===== src/rtl/blocking_port_peer.sv =====
`default_nettype none
// ============================================================================
//  Module   : blocking_port_peer
//  Brief    : Peer endpoint for blocking-port handshake channels. Drives the
//             consumer side of a module's blocking input port from a small
//             TX FIFO fed by a local valid/ready push interface. It also
//             consumes a module's blocking output port into a one-word RX
//             holding register that is drained through a local valid/ready
//             pop interface.
//  Options  : BLOCKING_PORT_PEER_TIMEOUT_EN enables the sticky TX stall
//             timeout (timeout_err). When it is undefined, timeout_err is
//             tied to 0.
//  Revision : 1.0 - initial release
// ============================================================================
module blocking_port_peer #(
  parameter int DATA_W  = 32,
  parameter int DEPTH   = 4,
  parameter int CNT_W   = 16,
  parameter int TIMEOUT = 255
) (
  input  logic              clk,
  input  logic              rst,          // asynchronous, active-low
  // local TX side
  input  logic              push_valid,
  input  logic [DATA_W-1:0] push_data,
  output logic              push_ready,
  // module blocking input port
  output logic [DATA_W-1:0] in_data,
  output logic              in_sync,
  input  logic              in_notify,
  // module blocking output port
  input  logic [DATA_W-1:0] out_data,
  input  logic              out_notify,
  output logic              out_sync,
  // local RX side
  output logic              pop_valid,
  output logic [DATA_W-1:0] pop_data,
  input  logic              pop_ready,
  // status
  output logic [CNT_W-1:0]  tx_count,
  output logic [CNT_W-1:0]  rx_count,
  output logic              timeout_err
);

  // --------------------------------------------------------------------------
  // Derived constants
  // --------------------------------------------------------------------------
  localparam int AW = $clog2(DEPTH);
  localparam logic [AW:0]      FULL_CNT = (AW+1)'(DEPTH);
  localparam logic [AW:0]      OCC_ONE  = (AW+1)'(1);
  localparam logic [AW-1:0]    PTR_ONE  = AW'(1);
  localparam logic [CNT_W-1:0] CNT_ONE  = CNT_W'(1);

  // RX FSM encoding
  localparam logic [0:0] RX_IDLE = 1'b0;
  localparam logic [0:0] RX_HOLD = 1'b1;

  // --------------------------------------------------------------------------
  // TX FIFO state
  // --------------------------------------------------------------------------
  logic [DATA_W-1:0] mem [DEPTH];
  logic [AW-1:0]     wr_ptr;
  logic [AW-1:0]     rd_ptr;
  logic [AW:0]       occupancy;

  logic fifo_full;
  logic fifo_empty;
  logic tx_push;
  logic tx_xfer;

  // FIFO status depends only on the registered occupancy, so neither
  // push_ready nor in_sync has a combinational path from push_valid.
  assign fifo_full  = (occupancy == FULL_CNT);
  assign fifo_empty = (occupancy == '0);
  assign push_ready = !fifo_full;
  assign in_sync    = !fifo_empty;
  assign in_data    = mem[rd_ptr];

  assign tx_push = push_valid && push_ready;
  assign tx_xfer = in_sync && in_notify;

  // Storage array; cleared on reset so that in_data reads 0 while empty.
  always_ff @(posedge clk or negedge rst) begin
    if (!rst) begin
      for (int i = 0; i < DEPTH; i++) begin
        mem[i] <= '0;
      end
    end else if (tx_push) begin
      mem[wr_ptr] <= push_data;
    end
  end

  // Write/read pointers wrap naturally modulo DEPTH (power of two).
  always_ff @(posedge clk or negedge rst) begin
    if (!rst) begin
      wr_ptr <= '0;
      rd_ptr <= '0;
    end else begin
      if (tx_push) wr_ptr <= wr_ptr + PTR_ONE;
      if (tx_xfer) rd_ptr <= rd_ptr + PTR_ONE;
    end
  end

  // Occupancy tracking. A simultaneous push and pop leaves it unchanged.
  always_ff @(posedge clk or negedge rst) begin
    if (!rst) begin
      occupancy <= '0;
    end else begin
      case ({tx_push, tx_xfer})
        2'b10:   occupancy <= occupancy + OCC_ONE;
        2'b01:   occupancy <= occupancy - OCC_ONE;
        default: occupancy <= occupancy;
      endcase
    end
  end

  // --------------------------------------------------------------------------
  // RX path: two-state capture/hold FSM
  // --------------------------------------------------------------------------
  logic [0:0] rx_state;
  logic       rx_xfer;

  assign out_sync  = (rx_state == RX_IDLE);
  assign pop_valid = (rx_state == RX_HOLD);
  assign rx_xfer   = out_sync && out_notify;

  // Capture one word in IDLE, then hold it until the local side takes it.
  always_ff @(posedge clk or negedge rst) begin
    if (!rst) begin
      rx_state <= RX_IDLE;
      pop_data <= '0;
    end else begin
      case (rx_state)
        RX_IDLE: begin
          if (rx_xfer) begin
            pop_data <= out_data;
            rx_state <= RX_HOLD;
          end
        end
        RX_HOLD: begin
          if (pop_ready) rx_state <= RX_IDLE;
        end
        default: rx_state <= RX_IDLE;
      endcase
    end
  end

  // --------------------------------------------------------------------------
  // Transfer counters (wrap silently)
  // --------------------------------------------------------------------------
  // Count completed transfers on the same edge that the transfer happens.
  always_ff @(posedge clk or negedge rst) begin
    if (!rst) begin
      tx_count <= '0;
      rx_count <= '0;
    end else begin
      if (tx_xfer) tx_count <= tx_count + CNT_ONE;
      if (rx_xfer) rx_count <= rx_count + CNT_ONE;
    end
  end

  // --------------------------------------------------------------------------
  // Optional TX stall timeout
  // --------------------------------------------------------------------------
`ifdef BLOCKING_PORT_PEER_TIMEOUT_EN
  localparam int TW_RAW  = $clog2(TIMEOUT + 1);
  localparam int STALL_W = (TW_RAW > 8) ? TW_RAW : 8;
  localparam logic [STALL_W-1:0] STALL_LIMIT = STALL_W'(TIMEOUT);
  localparam logic [STALL_W-1:0] STALL_ONE   = STALL_W'(1);

  logic [STALL_W-1:0] stall_cnt;
  logic               stalled;
  logic               err_flag;

  assign stalled     = in_sync && !in_notify;
  assign timeout_err = err_flag;

  // Count consecutive stall cycles, saturating at the limit. The error flag
  // is raised on the edge where the count reaches TIMEOUT and stays sticky.
  always_ff @(posedge clk or negedge rst) begin
    if (!rst) begin
      stall_cnt <= '0;
      err_flag  <= 1'b0;
    end else begin
      if (tx_xfer || fifo_empty) begin
        stall_cnt <= '0;
      end else if (stalled) begin
        if (stall_cnt != STALL_LIMIT) stall_cnt <= stall_cnt + STALL_ONE;
        if ((stall_cnt + STALL_ONE) >= STALL_LIMIT) err_flag <= 1'b1;
      end
    end
  end
`else
  logic unused_timeout;

  assign unused_timeout = (TIMEOUT != 0);
  assign timeout_err    = 1'b0;
`endif

endmodule
`default_nettype wire


===== config.mk =====
export PLATFORM = sky130hd
export DESIGN_NAME = blocking_port_peer
export DESIGN_NICKNAME = d
export VERILOG_FILES = /design/src/rtl/blocking_port_peer.sv
export SDC_FILE = /design/constraint.sdc
export NUM_CORES = 1
export LEC_CHECK = 0
export BUFFER_PORTS_ARGS = -buffer_cell sky130_fd_sc_hd__buf_2
export CORE_ASPECT_RATIO = 0.5
export CORE_MARGIN = 2
export CORE_UTILIZATION = 35
export CTS_CLUSTER_DIAMETER = 60
export DETAILED_ROUTE_END_ITERATION = 7
export SLEW_MARGIN = 25
export SYNTH_ARGS = -nofsm -noshare
export SYNTH_HDL_FRONTEND = slang
export SYNTH_SLANG_ARGS = --single-unit

===== constraint.sdc =====
create_clock -name clk -period 4.4 [get_ports clk]
set_input_delay 0.22 -clock clk [delete_from_list [all_inputs] [get_ports clk]]
set_output_delay 0.22 -clock clk [all_outputs]
set_load 0.005 [all_outputs]

==> impl_metrics.env, run 1 <==
export IMPL_ys_ff_latch=200
export IMPL_tns_ps=0
export IMPL_coreArea_um2=23900
export IMPL_grt_pass1_wl_mm=29.7
export IMPL_die_h_um=114
export IMPL_rr_worst_depth=8
export IMPL_worst_clock_skew_ps=12.7
export IMPL_rr_startpoint="occupancy[0]"
export IMPL_antenna_cells=0
export IMPL_synth_fa_ha_area_share_pct=1.26
export IMPL_finalCritPeriodShare_pct=61.3
export IMPL_max_freq_ghz=0.371
export IMPL_r2r_end="occupancy[2]"
export IMPL_synth_compound_area_share_pct=0.426
export IMPL_wl_mm=18.2
export IMPL_drtIter0Drc=258
export IMPL_crit_chain="buf_4 > mux4_2 > buf_2"
export IMPL_fill_cells=2215
export IMPL_setup_violations=0
export IMPL_cts_root_buf="clkbuf_16"
export IMPL_antenna_found_initial=0
export IMPL_synth_seq_area_share_pct=58.8
export IMPL_postSynthCellCount=543
export IMPL_status="completed"
export IMPL_netlist_area_um2=8510
export IMPL_grt_max_degree=105
export IMPL_worst_pin_slew_ps=1010
export IMPL_ff2ff_setup_slack_ps=1920
export IMPL_die_x_um=225
export IMPL_postCtsSetupRepairBufs=0
export IMPL_hold_violations=0
export IMPL_cp_depth=3
export IMPL_syn_to_final_growth_pct=24.6
export IMPL_hold_class="input port to register"
export IMPL_grt_pass1_vias=5542
export IMPL_power_density_nw_per_um2=690
export IMPL_clk_path_buf_depth=2
export IMPL_synthMuxAreaShare_pct=29.9
export IMPL_synth_xor_area_share_pct=3.70
export IMPL_min_period_ps=2700
export IMPL_wl_per_cell_um=17.0
export IMPL_slew_headroom_pct=32.3
export IMPL_fin_cells=1070
export IMPL_crit_start="rd_ptr[0]"
export IMPL_crit_family="flip-flops"
export IMPL_port_buffers=169
export IMPL_combPwrFrac_pct=33.6
export IMPL_p_leak_nw=4.85
export IMPL_die_area_um2=25700
export IMPL_dr_pass1_iters=4
export IMPL_critical_path_endpoint_type="output pin"
export IMPL_synth_area_per_cell_um2=15.7
export IMPL_critPathSlowestCell="dfrtp_2"
export IMPL_internal_power_w=0.00514
export IMPL_grt_usage_pct=15.1
export IMPL_power_share_clock_pct=23.3
export IMPL_vias=5123
export IMPL_cts_htree_levels=4
export IMPL_endpoint="in_data[3]"
export IMPL_rows=40
export IMPL_postCtsResizedCells=0
export IMPL_fin_nets=820
export IMPL_boundaryPins=171
export IMPL_synth_simple_area_share_pct=3.66
export IMPL_cp_num_buf_inv=2
export IMPL_cp_max_fo=23
export IMPL_crit_arrival_ps=2480
export IMPL_cts_buffers=17
export IMPL_holdBufCountCts=30
export IMPL_drv_slew=0
export IMPL_startpoint_type="register"
export IMPL_worstHoldStart="out_data[15]"
export IMPL_cts_sinks=200
export IMPL_dp_cells=1007
export IMPL_p_seq_share_pct=43.0
export IMPL_cts_tree="done"
export IMPL_insertion_delay_ps=440
export IMPL_p_sw_share_pct=29.8
export IMPL_synth_nets=621
export IMPL_initial_utilization_pct=35.6
export IMPL_gp_congestion=0.774
export IMPL_power_switching_w=0.00218
export IMPL_dp_hpwl_mm=11.6
export IMPL_crit_required_ps=4180
export IMPL_post_drt_via_cell_ratio=4.79
export IMPL_synth_top_family_by_area="multiplexers"
export IMPL_rsz0062_at_grt="no"
export IMPL_drive_gt1_share_pct=53.9
export IMPL_drv_cap=0
export IMPL_worst_setup_path_type="register to output pin"
export IMPL_drc=0
export IMPL_ant_nets=0
export IMPL_grt_overflow=0
export IMPL_ys_warn_count=0
export IMPL_synth_cell_types=30
export IMPL_cp_slowest_stage_delay_ps=930
export IMPL_path_clk_slew_ps=70
export IMPL_utilization_pct=44.3
export IMPL_vdd_ir_drop_max_mv=0.306
worst min path at each step:
stage,cells after the start,slack (ps),endpoint
global placement,1,370,pop_data[21]
global route,2,2,pop_data[28]
CTS,2,0.9,pop_data[10]
detailed placement,1,370,pop_data[17]
finish,2,30,pop_data[15]
floorplan,0,-80,mem[0]
synthesized netlist by cell type:
library cell    n  share of area [%]
nor3_1          2               0.12
inv_1          10               0.44
ha_1            7                1.0
and3_1          3               0.22
clkbuf_1        5               0.22
or2_2           1              0.074
o21bai_1        1              0.088
conb_1          1              0.044
xnor2_1        21                2.2
nand3_1        11               0.65
and2_1          1              0.074
nor4_1          5               0.37
mux4_2         32                8.5
or3_1           1              0.074
nand2_1        21               0.93
o31ai_2         1               0.15
mux2_2        161                 21
dfrtp_1       200                 59
buf_4          13                1.1
xor2_1         15                1.5
nand3b_1        1              0.088
nand4b_1        1               0.10
mux2i_1         1               0.12
nor2b_1         1              0.074
a21boi_2        1               0.13
fa_1            1               0.24
buf_2           7               0.41
o21ai_0         1              0.059
nor2_1         12               0.53
nand4_1         5               0.37
power by group through the flow:
stage	registers, W	logic (W)	clock network, W
2_1_floorplan	0.00293	0.00182	0
3_3_place_gp	0.00317	0.00244	0
3_5_place_dp	0.00319	0.00250	0
4_1_cts	0.00316	0.00253	0.00175
5_1_grt	0.00327	0.00269	0.00185
6_report	0.00315	0.00246	0.00171
flip-flops by register name (all words and copies together) (netlist names):
| signal | cells |
|---|---|
| occupancy | 3 |
| rd_ptr | 2 |
| pop_valid | 1 |
| tx_count | 16 |
| rx_count | 16 |
| pop_data | 32 |
| wr_ptr | 2 |
| mem | 128 |
layout make-up:
type	count	area, µm²	share of cell area, %
Sequential cell	200	5010	47.2
Inverter	10	37.5	0.354
Tap cell	315	394	3.72
Clock buffer	20	447	4.21
Timing Repair Buffer	205	1200	11.3
Clock inverter	12	189	1.78
Multi-Input combinational cell	308	3330	31.4
cells in the final DEF, fill, tap and decap left out, types with 7 or more instances in the layout:
master and count:
ha_1 7, xnor2_1 21, clkbuf_16 17, buf_2 168, mux2_2 161, mux4_2 32, inv_1 10, nand2_1 17
dlygate4sd3_1 31, xor2_1 15, nand3_1 11, dfrtp_1 198, nor2_1 12
logic make-up after synthesis:
logic type                 count (synthesis)
xor gates and xnor gates                  36
DFF                                      200
other                                      1
muxes                                    194
AOI/OAI and AO/OA                          4
adders and majority gates                  8
and+or+nand+nor                           65
buffers and inverters                     35
worst reg2reg max path: stages, from the launching register on:
cell     delay, ps
dfrtp_1        440
o31ai_2        700
inv_1          300
ha_1           310
inv_1           80
fa_1           180
xor2_1         160
nor2_1          70
xor2_1         130
per-stage QoR:
step,hold WS (ps),cell area [µm²],setup slack (ps),power (W)
2_1_floorplan,-75.6,8510,2370,0.00475
3_3_place_gp,374,9660,1940,0.00560
3_5_place_dp,374,9660,1910,0.00569
4_1_cts,0.926,10600,1570,0.00744
5_1_grt,2.49,10600,1460,0.00781
6_report,25.9,10600,1700,0.00732
routing by layer:
metal / vias to the layer above / global-route usage (%) / wire [µm]
met5: - / 0 / 0
met4: 0 / 4.90 / 227
met3: 13 / 4.03 / 721
met2: 92 / 25.3 / 9110
met1: 2663 / 19.2 / 8160
li1: 2355 / - / -
Power figures use the tool's default switching activity.
==> inputs of run 2 (changes only) <==
Clock period 4.4 ns to 2.7 ns, I/O delays scaled along.
==> impl_metrics.env, run 2 (synthesis gave the netlist of run 1 again) <==
export IMPL_cts_sinks=200
export IMPL_cts_root_buf="clkbuf_16"
export IMPL_drtIter0Drc=183
export IMPL_boundaryPins=171
export IMPL_insertion_delay_ps=440
export IMPL_fin_nets=861
export IMPL_fin_hold_ws_ps=67.6
export IMPL_hold_class="input port to register"
export IMPL_cts_buffers=17
export IMPL_max_freq_ghz=0.476
export IMPL_vdd_ir_drop_max_mv=0.414
export IMPL_status="completed"
export IMPL_die_area_um2=25700
export IMPL_fill_cells=2153
export IMPL_setup_violations=0
export IMPL_cts_htree_levels=4
export IMPL_grt_busiest_layer="met2"
export IMPL_worst_setup_path_type="register to output pin"
export IMPL_hold_violations=0
export IMPL_crit_arrival_ps=1960
export IMPL_path_clk_slew_ps=70
export IMPL_crit_required_ps=2570
export IMPL_fin_cells=1111
export IMPL_drive_gt1_share_pct=52.0
export IMPL_clk_path_buf_depth=2
export IMPL_slew_headroom_pct=52.4
export IMPL_dp_hpwl_mm=12.2
export IMPL_coreArea_um2=23900
export IMPL_seqCellArea_um2=5010
export IMPL_antenna_cells=0
export IMPL_multi_input_area_um2=3330
export IMPL_dr_pass1_iters=4
export IMPL_drc=0
export IMPL_gp_congestion=0.753
export IMPL_finalCritPeriodShare_pct=77.7
export IMPL_worst_pin_slew_ps=707
export IMPL_grtUsageMet2_pct=26.5
export IMPL_rsz0062_at_grt="no"
export IMPL_met1_usage_pct=19.6
export IMPL_grt_pass1_vias=5875
export IMPL_cp_max_fo=22
export IMPL_reg_top3="mem (128), pop_data (32)"
export IMPL_die_x_um=225
export IMPL_drv_slew=0
export IMPL_antenna_found_initial=0
export IMPL_cts_tree="done"
export IMPL_max_flop_register="mem"
export IMPL_postCtsResizedCells=0
export IMPL_grt_pass1_wl_mm=30.9
export IMPL_port_buffers=169
export IMPL_post_drt_via_cell_ratio=4.78
export IMPL_dp_cells=1013
export IMPL_layout_commonest_cell="dfrtp_1"
export IMPL_drv_cap=0
export IMPL_die_h_um=114
export IMPL_grt_max_degree=76
export IMPL_critical_path_endpoint_type="output pin"
export IMPL_worst_clock_skew_ps=7.20
export IMPL_ant_nets=0
export IMPL_vias=5314
export IMPL_use_met3_pct=4.05
export IMPL_mostFrequentLayoutCells="dfrtp_1, buf_2, mux2_2"
export IMPL_grt_overflow=0
export IMPL_p_leak_nw=5.03
export IMPL_power_density_nw_per_um2=1070
export IMPL_postCtsSetupRepairBufs=0
export IMPL_wl_mm=18.4
export IMPL_rows=40
export IMPL_grt_usage_pct=15.6
export IMPL_initial_utilization_pct=35.6
export IMPL_tns_ps=0
export IMPL_wl_per_cell_um=16.6
export IMPL_startpoint_type="register"
export IMPL_syn_to_final_growth_pct=29.5
export IMPL_largest_reg_flops=128
export IMPL_min_period_ps=2100
-- run 2: per-layer routing --
metal / up-vias / wire (µm)
met2: 90 / 9180
met4: 0 / 336
li1: 2438 / -
met5: - / 0
met1: 2763 / 8250
met3: 23 / 681
-- run 2: worst paths after layout --
kind                               from           end  slack, ps  depth (start not counted)
max in group asynchronous           rst       mem[15]       1610                          3
min in group asynchronous           rst  pop_data[26]        310                          2
hold / removal               out_notify   rx_count[2]         70                          3
setup / recovery              rd_ptr[0]   in_data[13]        600                          3
hold reg to reg            rx_count[15]  rx_count[15]        480                          1
setup reg to reg           occupancy[0]  occupancy[2]        670                          9
-- run 2: worst max-delay path: stages, from the launching register on --
cell and delay [ps]:
dfrtp_2 360, buf_4 410, mux4_2 590, buf_2 150
-- run 2: area by class of cell --
cell class	count	share of cell area, %
Clock inverter	11	0.852
Sequential cell	200	45.4
Tap cell	315	3.58
Clock buffer	21	4.27
Multi-Input combinational cell	308	30.2
Timing Repair Buffer	246	15.3
Inverter	10	0.341
-- run 2: what timing repair did --
| item | in CTS | in global routing |
|---|---|---|
| endpoints found under the hold margin | 234 | 0 |
| setup endpoints to repair | 0 | 0 |
| hold buffers | 66 | 0 |
-- run 2: metrics by stage --
stage	cell area [µm²]	setup WS [ps]	power (W)	utilization [%]
finish	11000	601	0.0118	46.1
global route	11000	474	0.0126	46.1
CTS	11000	536	0.0120	46.1
detailed placement	9790	651	0.00940	40.9
global placement	9790	720	0.00924	40.9
floorplan	8510	670	0.00774	-
-- run 2: power by group --
group | internal, W | switching [W]
logic | 0.00265 | 0.00170
registers | 0.00425 | 0.000726
clock network | 0.00134 | 0.00113
